===== src/rtl/gcd_requester.sv =====
// -----------------------------------------------------------------------------
// gcd_requester
//   Initiator side of the gcd start/done handshake. An operand pair accepted on
//   the input stream is registered onto gcd_a/gcd_b, a one-cycle gcd_start is
//   issued, and the requester waits for gcd_done. The core's result, or a
//   zero result flagged by the watchdog, is then offered on the output stream.
//   Only one operation is in flight at a time.
//
// Handshake rule (both streams): a transfer happens on a rising clock edge
//   where valid and ready are both high. valid never depends combinationally
//   on ready. Every output is either a flop or a pure decode of the state.
//
// Ports
//   clock        rising-edge clock
//   reset        asynchronous, active-low reset
//   in_valid     operand pair valid
//   in_ready     pair can be accepted (IDLE only)
//   in_a, in_b   operands
//   out_valid    response valid (RESP only)
//   out_ready    consumer accepts the response
//   out_result   gcd result, 0 on timeout
//   out_timeout  response was produced by the watchdog
//   gcd_start    one-cycle start pulse to the core
//   gcd_a, gcd_b registered operands to the core, held for the whole op
//   gcd_outp     core result, valid while gcd_done is high
//   gcd_done     core one-cycle completion pulse
//   busy         high in ISSUE, WAIT and RESP
//   ops_count    completed responses, saturating at 16'hFFFF
//   dbg_state    current FSM state for observation
//
// Parameters
//   WIDTH    operand/result width, must match the attached core
//   TIMEOUT  watchdog limit in WAIT cycles, >= 1
//   CNTW     watchdog counter width, 2**CNTW > TIMEOUT
// -----------------------------------------------------------------------------
module gcd_requester #(
  parameter int WIDTH   = 8,
  parameter int TIMEOUT = 1023,
  parameter int CNTW    = 10
) (
  input  logic             clock,
  input  logic             reset,
  input  logic             in_valid,
  output logic             in_ready,
  input  logic [WIDTH-1:0] in_a,
  input  logic [WIDTH-1:0] in_b,
  output logic             out_valid,
  input  logic             out_ready,
  output logic [WIDTH-1:0] out_result,
  output logic             out_timeout,
  output logic             gcd_start,
  output logic [WIDTH-1:0] gcd_a,
  output logic [WIDTH-1:0] gcd_b,
  input  logic [WIDTH-1:0] gcd_outp,
  input  logic             gcd_done,
  output logic             busy,
  output logic [15:0]      ops_count,
  output logic [1:0]       dbg_state
);

  typedef enum logic [1:0] {
    ST_IDLE  = 2'd0,
    ST_ISSUE = 2'd1,
    ST_WAIT  = 2'd2,
    ST_RESP  = 2'd3
  } state_t;

  localparam logic [CNTW-1:0] WD_LIMIT = CNTW'(TIMEOUT);

  state_t           state_q, state_d;
  logic [WIDTH-1:0] gcd_a_q, gcd_a_d;
  logic [WIDTH-1:0] gcd_b_q, gcd_b_d;
  logic [CNTW-1:0]  wd_q, wd_d;
  logic [WIDTH-1:0] result_q, result_d;
  logic             timeout_q, timeout_d;
  logic [15:0]      ops_q, ops_d;

  always_ff @(posedge clock or negedge reset) begin
    if (!reset) begin
      state_q   <= ST_IDLE;
      gcd_a_q   <= '0;
      gcd_b_q   <= '0;
      wd_q      <= '0;
      result_q  <= '0;
      timeout_q <= 1'b0;
      ops_q     <= '0;
    end else begin
      state_q   <= state_d;
      gcd_a_q   <= gcd_a_d;
      gcd_b_q   <= gcd_b_d;
      wd_q      <= wd_d;
      result_q  <= result_d;
      timeout_q <= timeout_d;
      ops_q     <= ops_d;
    end
  end

  always_comb begin
    state_d   = state_q;
    gcd_a_d   = gcd_a_q;
    gcd_b_d   = gcd_b_q;
    wd_d      = wd_q;
    result_d  = result_q;
    timeout_d = timeout_q;
    ops_d     = ops_q;
    case (state_q)
      ST_IDLE: begin
        // in_ready is high throughout IDLE, so in_valid alone is the handshake.
        if (in_valid) begin
          gcd_a_d = in_a;
          gcd_b_d = in_b;
          state_d = ST_ISSUE;
        end
      end
      ST_ISSUE: begin
        wd_d    = '0;
        state_d = ST_WAIT;
      end
      ST_WAIT: begin
        // A done arriving in the same cycle the watchdog expires still wins.
        if (gcd_done) begin
          result_d  = gcd_outp;
          timeout_d = 1'b0;
          state_d   = ST_RESP;
        end else if (wd_q == WD_LIMIT) begin
          result_d  = '0;
          timeout_d = 1'b1;
          state_d   = ST_RESP;
        end else begin
          wd_d = wd_q + CNTW'(1);
        end
      end
      ST_RESP: begin
        if (out_ready) begin
          state_d = ST_IDLE;
          if (ops_q != 16'hFFFF) begin
            ops_d = ops_q + 16'd1;
          end
        end
      end
      default: state_d = ST_IDLE;
    endcase
  end

  // Strobes are pure state decodes; gcd_done outside WAIT has no effect.
  assign in_ready    = (state_q == ST_IDLE);
  assign gcd_start   = (state_q == ST_ISSUE);
  assign out_valid   = (state_q == ST_RESP);
  assign busy        = (state_q != ST_IDLE);
  assign gcd_a       = gcd_a_q;
  assign gcd_b       = gcd_b_q;
  assign out_result  = result_q;
  assign out_timeout = timeout_q;
  assign ops_count   = ops_q;
  assign dbg_state   = state_q;

endmodule


===== config.mk =====
export PLATFORM = sky130hd
export DESIGN_NAME = gcd_requester
export DESIGN_NICKNAME = d
export VERILOG_FILES = /design/src/rtl/gcd_requester.sv
export SDC_FILE = /design/constraint.sdc
export NUM_CORES = 1
export LEC_CHECK = 0
export ABC_AREA = 0
export CORE_AREA = 2 2 78 80
export DETAILED_ROUTE_END_ITERATION = 7
export DIE_AREA = 0 0 80 82
export PLACE_DENSITY = 0.8
export SETUP_SLACK_MARGIN = 0.4
export SLEW_MARGIN = 15
export SYNTH_ARGS = -nofsm -noshare
export SYNTH_HDL_FRONTEND = slang
export SYNTH_SLANG_ARGS = --single-unit

===== constraint.sdc =====
create_clock -name clock -period 2.5 [get_ports clock]
set_input_delay 0.375 -clock clock [delete_from_list [all_inputs] [get_ports clock]]
set_output_delay 0.375 -clock clock [all_outputs]
set_load 0.1 [all_outputs]

## Word-level counts from Yosys, hierarchy flattened

Index checks and enable logic that the tools add are counted.

| storage, ports and cells | value |
|---|---|
| bits in registers | 53 |
| input port bits | 29 |
| output and inout port bits | 47 |
| logic and storage cells | 40 |

| operators by class | value |
|---|---|
| add/sub/neg operators | 2 |
| equality and inequality tests | 10 |
| muxes and demuxes | 12 |
| reduce and logical (&&, ||, !) cells | 9 |

Operator list:

| cell | count |
|---|---|
| two-way mux 10 bit | 2 |
| one-hot mux 10 bit (2 select lines) | 1 |
| adder 16 x 1 -> 16 bit (second input constant) | 1 |
| two-way mux 8 bit | 2 |
| inequality test 16 bit (second input constant) | 1 |
| adder 10 x 1 -> 10 bit (second input constant) | 1 |
| equality test 10 bit (second input constant) | 1 |
| AND reduction 3 bit | 3 |
| two-way mux 2 bit | 4 |
| one-hot mux 2 bit (4 select lines) | 1 |
| inequality test 2 bit (second input constant) | 3 |
| nonzero test 2 bit | 3 |
| equality test 2 bit (second input constant) | 2 |
| AND reduction 2 bit | 2 |
| inequality test 3 bit (second input constant) | 1 |
| equality test 2 x 1 -> 1 bit (second input constant) | 1 |
| zero test 2 bit | 1 |
| two-way mux 1 bit | 2 |
| inequality test 2 x 1 -> 1 bit (second input constant) | 1 |

## Logic depth before layout (Yosys ltp)

| depth | value |
|---|---|
| depth in word-level cells | 4 |
| depth in mapped cells | 7 |
| mapped depth without buffers | 6 |

## Worst setup path after synthesis

OpenSTA, ideal clock, no wires.

| timing | value |
|---|---|
| path type | register -> register |
| from | register state_q[1] (netlist: dbg_state[1]) |
| to | register ops_q[4] (netlist: ops_count[4]) |
| setup time | 0.159 ns |
| arrival | 2.899 ns |
| required time | 2.341 ns |
| setup slack | -0.558 ns |
| stages on the path, launching flop included | 7 |
| path buffers | 1 |
| period minus slack after synthesis | 3.058 ns |
| cells stage by stage | dfrtp_1 -> ha_1 -> and2_1 -> clkbuf_1 -> and4_2 -> o21ai_1 -> xnor2_1 |

| on the way | value |
|---|---|
| word-level cells in the longest chain between the ends | 2 |

RTL lines:

| element | RTL line | RTL |
|---|---|---|
| start, declared | 70 | `state_t state_q, state_d;` |
| start signal, assigned | 88 | `state_q <= state_d;` |
| equality test 2 bit | n/a |  |
| net out_valid | 47 | `output logic out_valid,` |
| AND reduction 3 bit (no source line) | n/a |  |
| end signal, assigned | 94 | `ops_q <= ops_d;` |
| end, declared | 76 | `logic [15:0] ops_q, ops_d;` |

The timed path passes the listed nets, and every way through them passes these cells.
A chain may end at the register's enable or synchronous reset.

## Worst setup path in the final report

| timing | value |
|---|---|
| from | register wd_q[0] |
| to | register state_q[1] (netlist: dbg_state[1]) |

| on the way | value |
|---|---|
| word-level cells in the longest chain between the ends | 3 |

RTL lines:

| element | RTL line | RTL |
|---|---|---|
| start, declared | 73 | `logic [CNTW-1:0] wd_q, wd_d;` |
| start signal, assigned | 91 | `wd_q <= wd_d;` |
| equality test 10 bit | 125 | `end else if (wd_q == WD_LIMIT) begin` |
| inequality test 3 bit (no source line) | n/a |  |
| AND reduction 3 bit (no source line) | n/a |  |

Every way passes these cells.

==> flow_metrics.tcl <==
set metrics [dict create \
    fin_nets 330 \
    grt_pass1_wl_um 8770 \
    final_cell_mix "buf_4, dfrtp_1, clkdlybuf4s50_1" \
    period_needed_ns 1.98 \
    path_buf_inv 0 \
    vias 2038 \
    crit_type "register to register" \
    netlist_area_mm2 0.00259 \
    tns_ns 0 \
    rsz0062_at_grt "no" \
    wirelength_um 5450 \
    post_synth_num_cell_types 51 \
    cts_buffers 5 \
    yosys_warnings 0 \
    hp-class "input pin to async pin" \
    htreeDepth 2 \
    grt_overflow_total 0 \
    final_common_cell "buf_4" \
    die-area_mm2 0.00656 \
    via_per_inst 5.49 \
    crit_family "compound AO/OA/AOI/OAI gates" \
    seq_area_frac_synth_pct 51.3 \
    critPathMaxFanout 8 \
    startpoint_type "register" \
    io_buffers 75 \
    synthMuxAreaShare_pct 9.14 \
    synth_nets 251 \
    cts_setup_buffers 0 \
    synthCells 216 \
    gp_congestion 0.870 \
    fin_crit_sh_pct 79.3 \
    status "complete, no violations" \
    chipHeight_um 82 \
    post-dp-hpwl_um 4160 \
    diodes 0 \
    drc 0 \
    start_util_pct 45.0 \
    synth-simple-area-share_pct 15.4 \
    clock_sinks 53 \
    yosys.area_share.adder_pct 2.90 \
    cap_violations 0 \
    clock.fmax_mhz 504 \
    cts-root-buf "clkbuf_8" \
    grt_pass1_vias 1966 \
    ys_seq_elements 53 \
    fin_skew_ns 0.00425 \
    postRouteAntennaNets 0 \
    slew_viol_final 0 \
    end_kind "register" \
    synth_edf_count 0 \
    core_mm2 0.00575 \
    clock_path_buffers 2 \
    grt_max_degree 27 \
    dr.pass1.iters 4 \
    cpPeakStageDelay_ns 0.44 \
    track_usage_pct 16.8 \
    syn_area_per_cell_um2 12.0 \
    cts_tree "built" \
    relSlewSlack_pct 64.0 \
    cts_hold_buf 0 \
    wire_per_inst_um 14.7 \
    setup_viol 0 \
    synthFlopType "dfrtp_1" \
    crit_required_ns 2.69 \
    crit_arrival_ns 2.17 \
    dieWidth_um 80 \
    drive_gt1_share_pct 37.8 \
    ios 76 \
    clk_latency_ns 0.30 \
    antenna_found_initial 0 \
    synth_top_family_by_area "simple AND/OR/NAND/NOR gates" \
    synth_compound_area_share_pct 14.0 \
    synth_xor_area_share_pct 4.06 \
    path_cells "ha_1, nand4_2, o31ai_4, o21a_1, mux2_1" \
    cpMaxStageDelayCell "dfrtp_1" \
    cts_resized 0 \
    hold_viol 0 \
    area_growth_pct 33.5 \
    tightestPinTransition_ns 0.541 \
    clk_pin_slew_ns 0.09 \
    first_iter_violations 64 \
    async_reset_ff_share_pct 100 \
    row_count 28 \
]
flip-flops by register name, indices dropped and copies added (netlist names):
signal,count
wd_q,10
gcd_b,8
ops_count,16
out_timeout,1
out_result,8
dbg_state,2
gcd_a,8
per-layer routing:
metal | global-route usage, % | up-vias | part of all wire, %
met3 | 4.51 | 3 | 5.7
met1 | 21.9 | 1014 | 44
met2 | 28.4 | 62 | 50
li1 | - | 959 | -
met5 | 0 | - | 0
met4 | 3.39 | 0 | 0.35
path summary, 6_finish.rpt:
kind                            slack (ns)  cells past startpoint         start            to
min in group clock                    0.51                      1  ops_count[6]  ops_count[6]
worst max-delay path                  0.52                      5       wd_q[0]  dbg_state[1]
worst max register to register        0.52                      5       wd_q[0]  dbg_state[1]
max in group asynchronous             1.83                      2         reset  dbg_state[0]
worst min register to register        0.51                      1  ops_count[6]  ops_count[6]
worst min-delay path                  0.05                      1         reset  ops_count[3]
area by class of cell:
| type | count | area (um^2) |
|---|---|---|
| clock buffer | 5 | 68.8 |
| clock inverter | 3 | 21.3 |
| fill | 498 | 2290 |
| inverter | 12 | 45.0 |
| multi-input combinational | 143 | 1200 |
| sequential | 53 | 1360 |
| tap | 75 | 93.8 |
| timing repair buffer | 80 | 666 |
metrics by stage:
| stage | instance area, um^2 | hold WS (ns) | worst slack (ns) | util (%) | std cells |
|---|---|---|---|---|---|
| 6_report | 3450 | 0.0457 | 0.518 | 60.1 | 371 |
| 4_1_cts | 3450 | 0.0546 | 0.521 | 60.1 | 371 |
| 3_5_place_dp | 3360 | 0.391 | 0.495 | 58.5 | 363 |
| 2_1_floorplan | 2640 | 0.0794 | 0.405 | - | 216 |
| 3_3_place_gp | 3360 | 0.393 | 0.529 | 58.5 | 363 |
| 5_1_grt | 3450 | 0.0865 | 0.418 | 60.1 | 371 |
cells by family after synthesis:
family | count (synthesis)
and+or+nand+nor | 62
DFF | 53
AOI/OAI and AO/OA | 42
muxes | 21
buffers and inverters | 20
xor gates and xnor gates | 12
adders and majority gates | 6
synthesized netlist by cell type, types with 5 or more instances:
library cell | count | area share, %
inv_1 | 12 | 1.7
a22o_1 | 8 | 2.7
nand4_1 | 7 | 1.7
nand3_1 | 9 | 1.7
clkbuf_1 | 7 | 1.0
nor2_1 | 6 | 0.87
mux2_2 | 18 | 7.8
dfrtp_1 | 53 | 51
and3_1 | 5 | 1.2
a21oi_1 | 6 | 1.2
xnor2_1 | 12 | 4.1
nand2_1 | 9 | 1.3
ha_1 | 6 | 2.9
Power is left out: the tool's default activity adds up to more than one toggle a clock period on the data nets, which glitch-free logic cannot reach.
